`config.mk`:
```
export PLATFORM = sky130hd
export DESIGN_NAME = serial_addsub_ctrl
export DESIGN_NICKNAME = d
export VERILOG_FILES = /design/src/rtl/addsub_pkg.sv /design/src/rtl/full_adder_cell.sv /design/src/rtl/serial_addsub_ctrl.sv
export SDC_FILE = /design/constraint.sdc
export NUM_CORES = 1
export LEC_CHECK = 0
export ABC_AREA = 1
export BUFFER_PORTS_ARGS = -buffer_cell sky130_fd_sc_hd__buf_2
export CORE_ASPECT_RATIO = 0.9
export CORE_MARGIN = 2
export CORE_UTILIZATION = 51
export CTS_CLUSTER_SIZE = 25
export DETAILED_ROUTE_END_ITERATION = 6
export HOLD_SLACK_MARGIN = 0.06
export PLACE_DENSITY_LB_ADDON = 0.08
export SETUP_SLACK_MARGIN = 0.15
export SLEW_MARGIN = 15
export SYNTH_ARGS = -nofsm -noshare
export SYNTH_HDL_FRONTEND = slang
export SYNTH_SLANG_ARGS = --single-unit
```
`constraint.sdc`:
```
create_clock -name clk -period 1.7 [get_ports clk]
set_clock_uncertainty 0.1 [all_clocks]
set_input_delay 0.34 -clock clk [delete_from_list [all_inputs] [get_ports clk]]
set_output_delay 0.34 -clock clk [all_outputs]
set_load 0.01 [all_outputs]
```
`src/rtl/addsub_pkg.sv`:
```
// Shared definitions for the bit-serial add/subtract controller:
// FSM state encoding, operation codes and the full-adder carry helper.
package addsub_pkg;

    // FSM state encoding (2-bit, kept as plain constants)
    localparam logic [1:0] IDLE = 2'd0;
    localparam logic [1:0] RUN  = 2'd1;
    localparam logic [1:0] DONE = 2'd2;

    // Operation select values carried on the op input
    localparam logic OP_ADD = 1'b0;
    localparam logic OP_SUB = 1'b1;

    // Majority of three inputs: the carry-out of a 1-bit full adder
    function automatic logic maj3(input logic x, input logic y, input logic z);
        return (x & y) | (x & z) | (y & z);
    endfunction

endpackage

```
`src/rtl/full_adder_cell.sv`:
```
// Single 1-bit full adder; purely combinational.
module full_adder_cell
    import addsub_pkg::*;
(
    input  logic a,
    input  logic b,
    input  logic cin,
    output logic s,
    output logic cout
);

    // Sum and carry of one bit position
    always_comb begin
        s    = a ^ b ^ cin;
        cout = maj3(a, b, cin);
    end

endmodule

```
`src/rtl/serial_addsub_ctrl.sv`:
```
// Bit-serial adder/subtractor: one bit per clock, LSB first, through a
// single full_adder_cell. Subtraction is a + ~b + 1 (carry preset to 1).
// Optional feature macro: ADDSUB_OVF_EN -- when defined, the carry into the
// MSB is kept in a register and ovf reports signed overflow; when undefined,
// ovf is tied low and that register does not exist.
module serial_addsub_ctrl
    import addsub_pkg::*;
#(
    parameter int WIDTH = 4
) (
    input  logic             clk,
    input  logic             rst_n,
    input  logic             start,
    input  logic             op,
    input  logic [WIDTH-1:0] a,
    input  logic [WIDTH-1:0] b,
    output logic             busy,
    output logic             done,
    output logic [WIDTH-1:0] result,
    output logic             cout,
    output logic             ovf
);

    localparam int CNT_W = $clog2(WIDTH);
    localparam logic [CNT_W-1:0] LAST_CNT = CNT_W'(WIDTH - 1);

    logic [1:0]       state_reg;
    logic [1:0]       state_next;
    logic [WIDTH-1:0] a_sh_reg;
    logic [WIDTH-1:0] b_sh_reg;
    logic [WIDTH-1:0] result_reg;
    logic [CNT_W-1:0] cnt_reg;
    logic             carry_reg;
    logic             cout_reg;

    logic             accept;
    logic             last_bit;
    logic             fa_s;
    logic             fa_cout;

    // A new operation is only taken when the datapath is not busy
    assign accept   = start && ((state_reg == IDLE) || (state_reg == DONE));
    assign last_bit = (state_reg == RUN) && (cnt_reg == LAST_CNT);

    full_adder_cell u_fa (
        .a    (a_sh_reg[0]),
        .b    (b_sh_reg[0]),
        .cin  (carry_reg),
        .s    (fa_s),
        .cout (fa_cout)
    );

    // Next-state logic: start in RUN is ignored, DONE lasts one cycle
    always_comb begin
        state_next = state_reg;
        case (state_reg)
            IDLE:    if (start) state_next = RUN;
            RUN:     if (last_bit) state_next = DONE;
            DONE:    state_next = start ? RUN : IDLE;
            default: state_next = IDLE;
        endcase
    end

    // State register
    always_ff @(posedge clk or negedge rst_n) begin
        if (!rst_n) begin
            state_reg <= IDLE;
        end else begin
            state_reg <= state_next;
        end
    end

    // Operand load on accept, then one serial bit per RUN edge
    always_ff @(posedge clk or negedge rst_n) begin
        if (!rst_n) begin
            a_sh_reg   <= '0;
            b_sh_reg   <= '0;
            result_reg <= '0;
            cnt_reg    <= '0;
            carry_reg  <= 1'b0;
            cout_reg   <= 1'b0;
        end else if (accept) begin
            a_sh_reg  <= a;
            b_sh_reg  <= (op == OP_SUB) ? ~b : b;
            carry_reg <= op;
            cnt_reg   <= '0;
        end else if (state_reg == RUN) begin
            result_reg <= {fa_s, result_reg[WIDTH-1:1]};
            a_sh_reg   <= {1'b0, a_sh_reg[WIDTH-1:1]};
            b_sh_reg   <= {1'b0, b_sh_reg[WIDTH-1:1]};
            carry_reg  <= fa_cout;
            cnt_reg    <= cnt_reg + CNT_W'(1);
            if (last_bit) begin
                cout_reg <= fa_cout;
            end
        end
    end

`ifdef ADDSUB_OVF_EN
    logic msb_cin_reg;

    // Capture the carry entering the MSB so overflow can be held after RUN
    always_ff @(posedge clk or negedge rst_n) begin
        if (!rst_n) begin
            msb_cin_reg <= 1'b0;
        end else if (last_bit) begin
            msb_cin_reg <= carry_reg;
        end
    end

    assign ovf = msb_cin_reg ^ cout_reg;
`else
    assign ovf = 1'b0;
`endif

    assign busy   = (state_reg == RUN);
    assign done   = (state_reg == DONE);
    assign result = result_reg;
    assign cout   = cout_reg;

endmodule

```
# After elaboration in Yosys (flattened, before gate mapping)
# Cells that the tools add are included.
# word_totals
rom_bits	0
output_inout_bits	8
latchBits	0
regBits	18
word_cells	43
n_memories	0
mem_bits_rw	0
in_bits	12
# op_classes
mul	0
addsub	1
n_mux	13
reduce_logical	8
shifts	0
bitwise	9
div	0
eq_ne	5
n_lt_le_gt_ge	0
# ops
operator	n
2-to-1 mux 4 bit	5
2-to-1 mux 2 bit	4
one-hot mux 2 bit (3 select lines)	1
== test 2 bit (second input constant)	2
NOT 4 bit	1
AND reduction 2 bit	2
bitwise AND 1 bit	3
2-to-1 mux 1 bit	3
AND reduction 3 bit	1
adder 2 x 1 -> 2 bit (second input constant)	1
== test 2 x 1 -> 1 bit (second input constant)	1
logical AND 1 bit	2
logical NOT 2 bit	1
inequality test 2 x 1 -> 1 bit (second input constant)	1
inequality test 2 bit (second input constant)	1
bitwise OR 1 bit	2
nonzero test 2 bit	1
bitwise XOR 1 bit	2
logical OR 1 bit	1
NOT 1 bit	1

# Longest topological paths before layout
# Gate-level depths: netlist of run 1.
# depth
depth_word	5
ltp_mapped	6
mapped_depth_nobuf	6

# By module
# From an unflattened synthesis of run 1, not the netlist that was laid out.
# hier_totals
hier_cells	115
hier_area_um2	902.1
# by_module_without_submodules
mod	cells_each	area_per_inst_um2	n_inst	seq_area_each_um2
serial_addsub_ctrl	114	882.1	1	450.4
full_adder_cell	1	20.0	1	0.0

# Worst setup path after synthesis of run 1
# OpenSTA, ideal clock, no wires.
# synth_path
path_type	reg2reg
start	reg carry_reg
end	reg carry_reg
arrival_ps	1011
path_stages_with_launch	6
setup_time_ps	117
path_slack_ps	471
required_time_ps	1483
period_less_slack_ps	1229
n_path_buf	0
path_cell_list	dfrtp_1 -> fa_1 -> inv_1 -> nand2_1 -> nand3_1 -> nand2_1
# synth_via
elab_chain_cells	5
word_cells_on_any_way	6
classes_between	2 x mux; 4 x bitwise
# synth_rtl
item	line	rtl
from (decl)	serial_addsub_ctrl.sv:33	logic carry_reg;
from (signal assigned)	serial_addsub_ctrl.sv:85	carry_reg <= op;
from (signal assigned)	serial_addsub_ctrl.sv:91	carry_reg <= fa_cout;
bitwise AND 1 bit	addsub_pkg.sv:16	return (x & y) | (x & z) | (y & z);
bitwise OR 1 bit	addsub_pkg.sv:16	
bitwise OR 1 bit (*)	addsub_pkg.sv:16	
named net fa_cout	serial_addsub_ctrl.sv:39	logic fa_cout;
2-to-1 mux 1 bit (*)	serial_addsub_ctrl.sv:87	end else if (state_reg == RUN) begin
2-to-1 mux 1 bit (*)	serial_addsub_ctrl.sv:82	end else if (accept) begin
# Mark *: on every way through the listed nets, which the timed path passes. The rest lies on a longest branch. The select of a mux whose other input is x is not followed.
# A chain may end at the register's enable or synchronous reset.

# Worst setup path after layout of run 1
# layout_path
start	reg state_reg[0]
end	out busy
# layout_via
elab_chain_cells	1
# layout_rtl
item	line	rtl
from (decl)	serial_addsub_ctrl.sv:27	logic [1:0] state_reg;
from (signal assigned)	serial_addsub_ctrl.sv:69	state_reg <= state_next;
== test 2 x 1 -> 1 bit	serial_addsub_ctrl.sv:116	assign busy = (state_reg == RUN);
to (decl)	serial_addsub_ctrl.sv:17	output logic busy,
# Every way passes these cells.

==> results of run 1 <==
per-stage QoR:
step / area, um2 / hold slack (ns) / setup slack, ns
2_1_floorplan: 877.1 / -0.05559 / 0.4714
3_3_place_gp: 992.2 / 0.1854 / 0.3645
3_5_place_dp: 992.2 / 0.1846 / 0.3256
4_1_cts: 1025 / 0.1468 / 0.1709
5_1_grt: 1026 / 0.1733 / 0.1534
6_report: 1026 / 0.1525 / 0.2356
power by group through the flow:
stage / logic (mW) / registers (mW) / clock network [mW]
final: 0.795 / 0.771 / 0.198
after global routing: 0.914 / 0.806 / 0.224
after CTS: 0.807 / 0.771 / 0.208
after detailed placement: 0.803 / 0.780 / 0
after global placement: 0.786 / 0.779 / 0
after floorplan: 0.550 / 0.781 / 0
path summary, 6_finish.rpt:
kind                       slack [ns]      endpoint  cells after the start
hold reg to reg                  0.38     result[0]                      2
setup / recovery                 0.24          busy                      3
setup reg to reg                 0.31    cnt_reg[1]                      6
min in group asynchronous        0.40   a_sh_reg[3]                      2
max in group asynchronous        0.80  state_reg[0]                      2
hold / removal                   0.15   a_sh_reg[3]                      3
repair_timing:
action,in CTS,in global routing
endpoints found under the hold margin,18,0
endpoints found under the setup margin,0,1
gates resized for setup,0,1
hold buffers,1,0
area by class of cell:
class                   instances  area [um2]
fillers                       159       620.6
multi-input cells              78       361.6
well taps                      24       30.03
inverters                      14       52.55
repair buffers                 20       107.6
clock buffers                   3       22.52
flip-flops and latches         18       451.7
per-layer routing:
metal,GRT usage,part of all wire,up-vias,wire [um]
li1,-,-,383,-
met1,0.2568,0.50,331,764
met2,0.2800,0.45,10,696
met3,0.07500,0.041,2,63
met4,0.03243,0.0091,0,14
met5,0,0,-,0
Yosys cell counts:
cell      n
nand3_1  14
dfrtp_1  18
nand2_4   1
nand2_1  49
nor2_4    1
nor2_1    3
fa_1      1
or2_2     1
buf_2     1
inv_1    12
buf_4     1
nor2_2    1
inv_2     2
a21oi_1   1
o21ai_0   4
conb_1    1
ha_1      1
cells by family after synthesis:
family                   synth area share
AND/OR/NAND/NOR                    0.3424
AO/OA/AOI/OAI                     0.02853
flip-flops                         0.5135
other                            0.004275
buffers and inverters             0.07418
adder cells (fa/ha/maj)           0.03709
worst register-to-register path: stages, from the launching register on:
cell     delay (ns)
dfrtp_1        0.41
inv_1          0.13
nand2_1        0.23
nand2_1        0.20
inv_2          0.10
nand2_1        0.07
nand2_1        0.05
==> metrics.md, run 1 <==
| Metric | Value |
|---|---|
| Critical path's largest stage delay | `0.45 ns` |
| Synthesis-to-layout area growth | `16.98%` |
| DP HPWL | `1227 um` |
| Seq/Total Area, Yosys | `0.5136` |
| Total Power | `between 1.5 and 2 mW` |
| Outcome | `finished clean` |
| Hold path startpoint | `a[3]` |
| Leakage power | `0.5925 nW` |
| Max Cap Viol | `0` |
| Final WL | `1539 um` |
| Synth top area share | `0.5136` |
| Sw Pwr | `0.7438 mW` |
| Vias in the first global route | `660` |
| CTS Buffer Depth | `2` |
| Die X | `about 48 um` |
| Clk sink count | `18` |
| Largest cells by area after synthesis | `dfrtp_1, nand2_1, nand3_1` |
| Combinational power share | `0.451` |
| Clock transition at path regs | `~0.090 ns` |
| CTS root buf | `clkbuf_4` |
| Synth Area per Inst | `7.831 um2` |
| Proportion of layout cells with a drive suffix above 1 | `0.2180` |
| Rows | `14` |
| Slowest cell on crit path | `dfrtp_2` |
| Grt total ovfl | `0` |
| Fin. max-slew vios | `0` |
| Leading cell type in the layout, fill and taps excluded | `nand2_1` |
| GPL Wtd Cong | `0.7873` |
| Synthesized Nets | `126` |
| Crit-path cells | `inv_2 -> nor2_4 -> buf_2` |
| Worst path bufs/invs | `2` |
| Ys Warns | `0` |
| Most frequent cells in the layout | `nand2_1, buf_2, dfrtp_1` |
| PortBufs | `18` |
| Setup TNS | `0 ns` |
| Tmin final | `1.464 ns` |
| Switching portion of total power | `0.4215` |
| CP Max Fanout | `7` |
| Synthesized area | `about 880 um2` |
| Drt wl/cell | `~9.8 um` |
| CTS tree | `built` |
| IO Count | `20` |
| Int Pwr | `1.021 mW` |
| Antenna Cells | `0` |
| Final Cycle Share | `0.8614` |
| Peak supply drop | `950.8 uV` |
| Area of the die | `2068 um2` |
| FF-to-FF Start | `state_reg[1]` |
| Reg power frac | `0.437` |
| Post-Synthesis Cells | `112` |
| Crit end category | `primary output` |
| Unrepaired setup endpoints after global routing | `no` |
| Arrival @ worst endpoint | `around 1.0 ns` |
| Global-route wire length before repair | `2697 um` |
| Core area | `1647 um2` |
| Crit start category | `flop` |
| Total global-route track usage | `0.1857` |
| Fin. Hold Viols | `0` |
| Final setup fails | `0` |
| Post-synth top area cell | `dfrtp_1` |
| Initial Util | `0.5327` |
| ANT nets after route | `0` |
| Inserted Clock Buffers | `3` |
| Nets | `149` |
| Hold crit path type | `input port to flop` |
| Setup bufs post-CTS | `0` |
| Required time of the critical path | `1.26 ns` |
| Finished Core Util | `0.6231` |
| Yosys reg bits | `18` |
| Non-Filler Instances | `approximately 160` |
| Largest net degree at the start of global routing | `19` |
| Via/cell ratio | `4.624` |
| Max Clock Freq | `682.9 MHz` |
| Clk_lat worst skew | `0.28 ns` |
| Clock group share of total power | `0.112` |
| Htree depth | `1` |
| Kind of critical path | `flop to primary output` |
| Residual DRC | `0` |
| Cell family with most CP delay | `flip-flops` |
| Count of cell types in the netlist | `17` |
| Via count | `726` |
| Crit path from | `state_reg[0]` |
| Initial antenna violation count | `0` |
| Inst Count DP | `~150` |
| Initial drt markers | `13` |
| Power Dens Cells | `1720 nW/um2` |
| Die Y | `about 43 um` |
| First-pass iteration count of the detailed router | `4` |
Note: power is estimated with default switching activity, not from simulation.
==> run 2: changes to the inputs <==
- CAP_MARGIN: default -> 20
- CORE_MARGIN: 2 -> 5
==> metrics.md, run 2 (synthesized netlist as in run 1, its figures left out) <==
| Metric | Value |
|---|---|
| Outcome | `finished clean` |
| Power Dens Cells | `1781 nW/um2` |
| Kind of critical path | `flop to primary output` |
| Max Clock Freq | `676.2 MHz` |
| Die Y | `49.34 um` |
| Largest net degree at the start of global routing | `19` |
| Crit end category | `primary output` |
| Total global-route track usage | `0.1516` |
| Leakage power | `0.6018 nW` |
| Worst reg2reg path depth | `6` |
| PortBufs | `18` |
| Fin. Hold Viols | `0` |
| Hold crit path type | `input port to flop` |
| Hold WS | `0.1280 ns` |
| CP Max Fanout | `7` |
| Proportion of layout cells with a drive suffix above 1 | `0.2239` |
| Final Worst Setup Slack | `between 0.2 and 0.25 ns` |
| Vias in the first global route | `655` |
| Crit start category | `flop` |
| GPL Wtd Cong | `0.7509` |
| Setup TNS | `0 ns` |
| First-pass iteration count of the detailed router | `4` |
| Htree depth | `1` |
| Reg-to-reg slack, setup | `0.29 ns` |
| Rows | `14` |
| Inserted Clock Buffers | `3` |
| Crit path capture | `busy` |
| Unrepaired setup endpoints after global routing | `no` |
| Dpl ws | `between 0.3 and 0.4 ns` |
| Tmin final | `about 1.5 ns` |
| Final setup fails | `0` |
| Antenna Cells | `0` |
| DP HPWL | `1300 um` |
| Core area | `1647 um2` |
| Initial drt markers | `8` |
| Drt wl/cell | `between 10 and 15 um` |
| Clk_lat worst skew | `0.30 ns` |
| Initial antenna violation count | `0` |
| CTS Buffer Depth | `2` |
| Peak supply drop | `between 900 and 1000 uV` |
| Synthesis-to-layout area growth | `19.26%` |
| Grt total ovfl | `0` |
| FF-to-FF Start | `state_reg[1]` |
| CTS root buf | `clkbuf_4` |
| Die X | `53.72 um` |
| IO Count | `20` |
| Nets | `approximately 150` |
| Slew @ Worst Pin | `roughly 0.52 ns` |
| Non-Filler Instances | `about 160` |
| Clock transition at path regs | `0.11 ns` |
| Inst Count DP | `153` |
| Initial Util | `0.5327` |
| Final Cell Area | `about 1000 um2` |
| Crit path from | `state_reg[0]` |
| Final WL | `1732 um` |
| Required time of the critical path | `1.26 ns` |
| ANT nets after route | `0` |
| Hold path startpoint | `a[3]` |
| Global-route wire length before repair | `2863 um` |
| Reg-to-Reg End | `cnt_reg[1]` |
| Clk sink count | `18` |
| Max Cap Viol | `0` |
| Fin. max-slew vios | `0` |
| Layout fillers | `160` |
| Placed cell area | `992.2 um2` |
| Slew margin rel. | `0.6535` |
| Area of the die | `2650 um2` |
| Final Cycle Share | `0.8699` |
| Via count | `711` |
| CTS tree | `built` |
| Leading cell type in the layout, fill and taps excluded | `nand2_1` |
| Arrival @ worst endpoint | `1.04 ns` |
| Residual DRC | `0` |
| Most frequent cells in the layout | `nand2_1, dfrtp_1, buf_2` |
| Via/cell ratio | `between 4 and 5` |
[run 2: cell type report]
class,count,area [um2],share of cell area
flip-flops and latches,18,451.7,0.4318
repair buffers,20,113.9,0.1089
well taps,24,30.03,0.02871
multi-input cells,78,361.6,0.3457
clock buffers,4,36.28,0.03469
inverters,14,52.55,0.05024
[run 2: stage by stage]
stage               power [mW]    util
floorplan                1.331       -
global placement         1.570  0.6026
detailed placement       1.591  0.6026
CTS                      1.864  0.6315
global route             2.047  0.6353
finish                   1.863  0.6353
[run 2: worst max-delay path, stage by stage, from the launching register on]
cell and delay [ns]:
dfrtp_2 0.43, inv_2 0.08, nor2_4 0.11, buf_6 0.11
[run 2: worst min-delay path by stage]
stage | endpoint | cells after the start | slack (ns)
2_1_floorplan | a_sh_reg[0] | 0 | -0.06
3_3_place_gp | a_sh_reg[2] | 1 | 0.18
3_5_place_dp | a_sh_reg[3] | 1 | 0.19
4_1_cts | a_sh_reg[3] | 3 | 0.12
5_1_grt | a_sh_reg[3] | 3 | 0.15
6_report | a_sh_reg[3] | 3 | 0.13
[run 2: report_power, final]
| group | internal [mW] | switching (mW) |
|---|---|---|
| Sequential | 0.635 | 0.143 |
| Clock | 0.131 | 0.135 |
| Combinational | 0.319 | 0.500 |
[run 2: per-layer routing]
metal	vias to the layer above	share of wire	track usage	routed length (um)
li1	383	-	-	-
met1	308	0.46	0.1880	790
met2	16	0.47	0.2319	812
met3	4	0.055	0.05505	96
met4	0	0.019	0.06383	33
met5	-	0	0	0
[run 2: what timing repair did]
action,4_1_cts,5_1_grt
buffers inserted,0,0
hold endpoints to repair,18,0
resized for setup,1,1
hold buffers,1,0
setup endpoints to repair,1,1
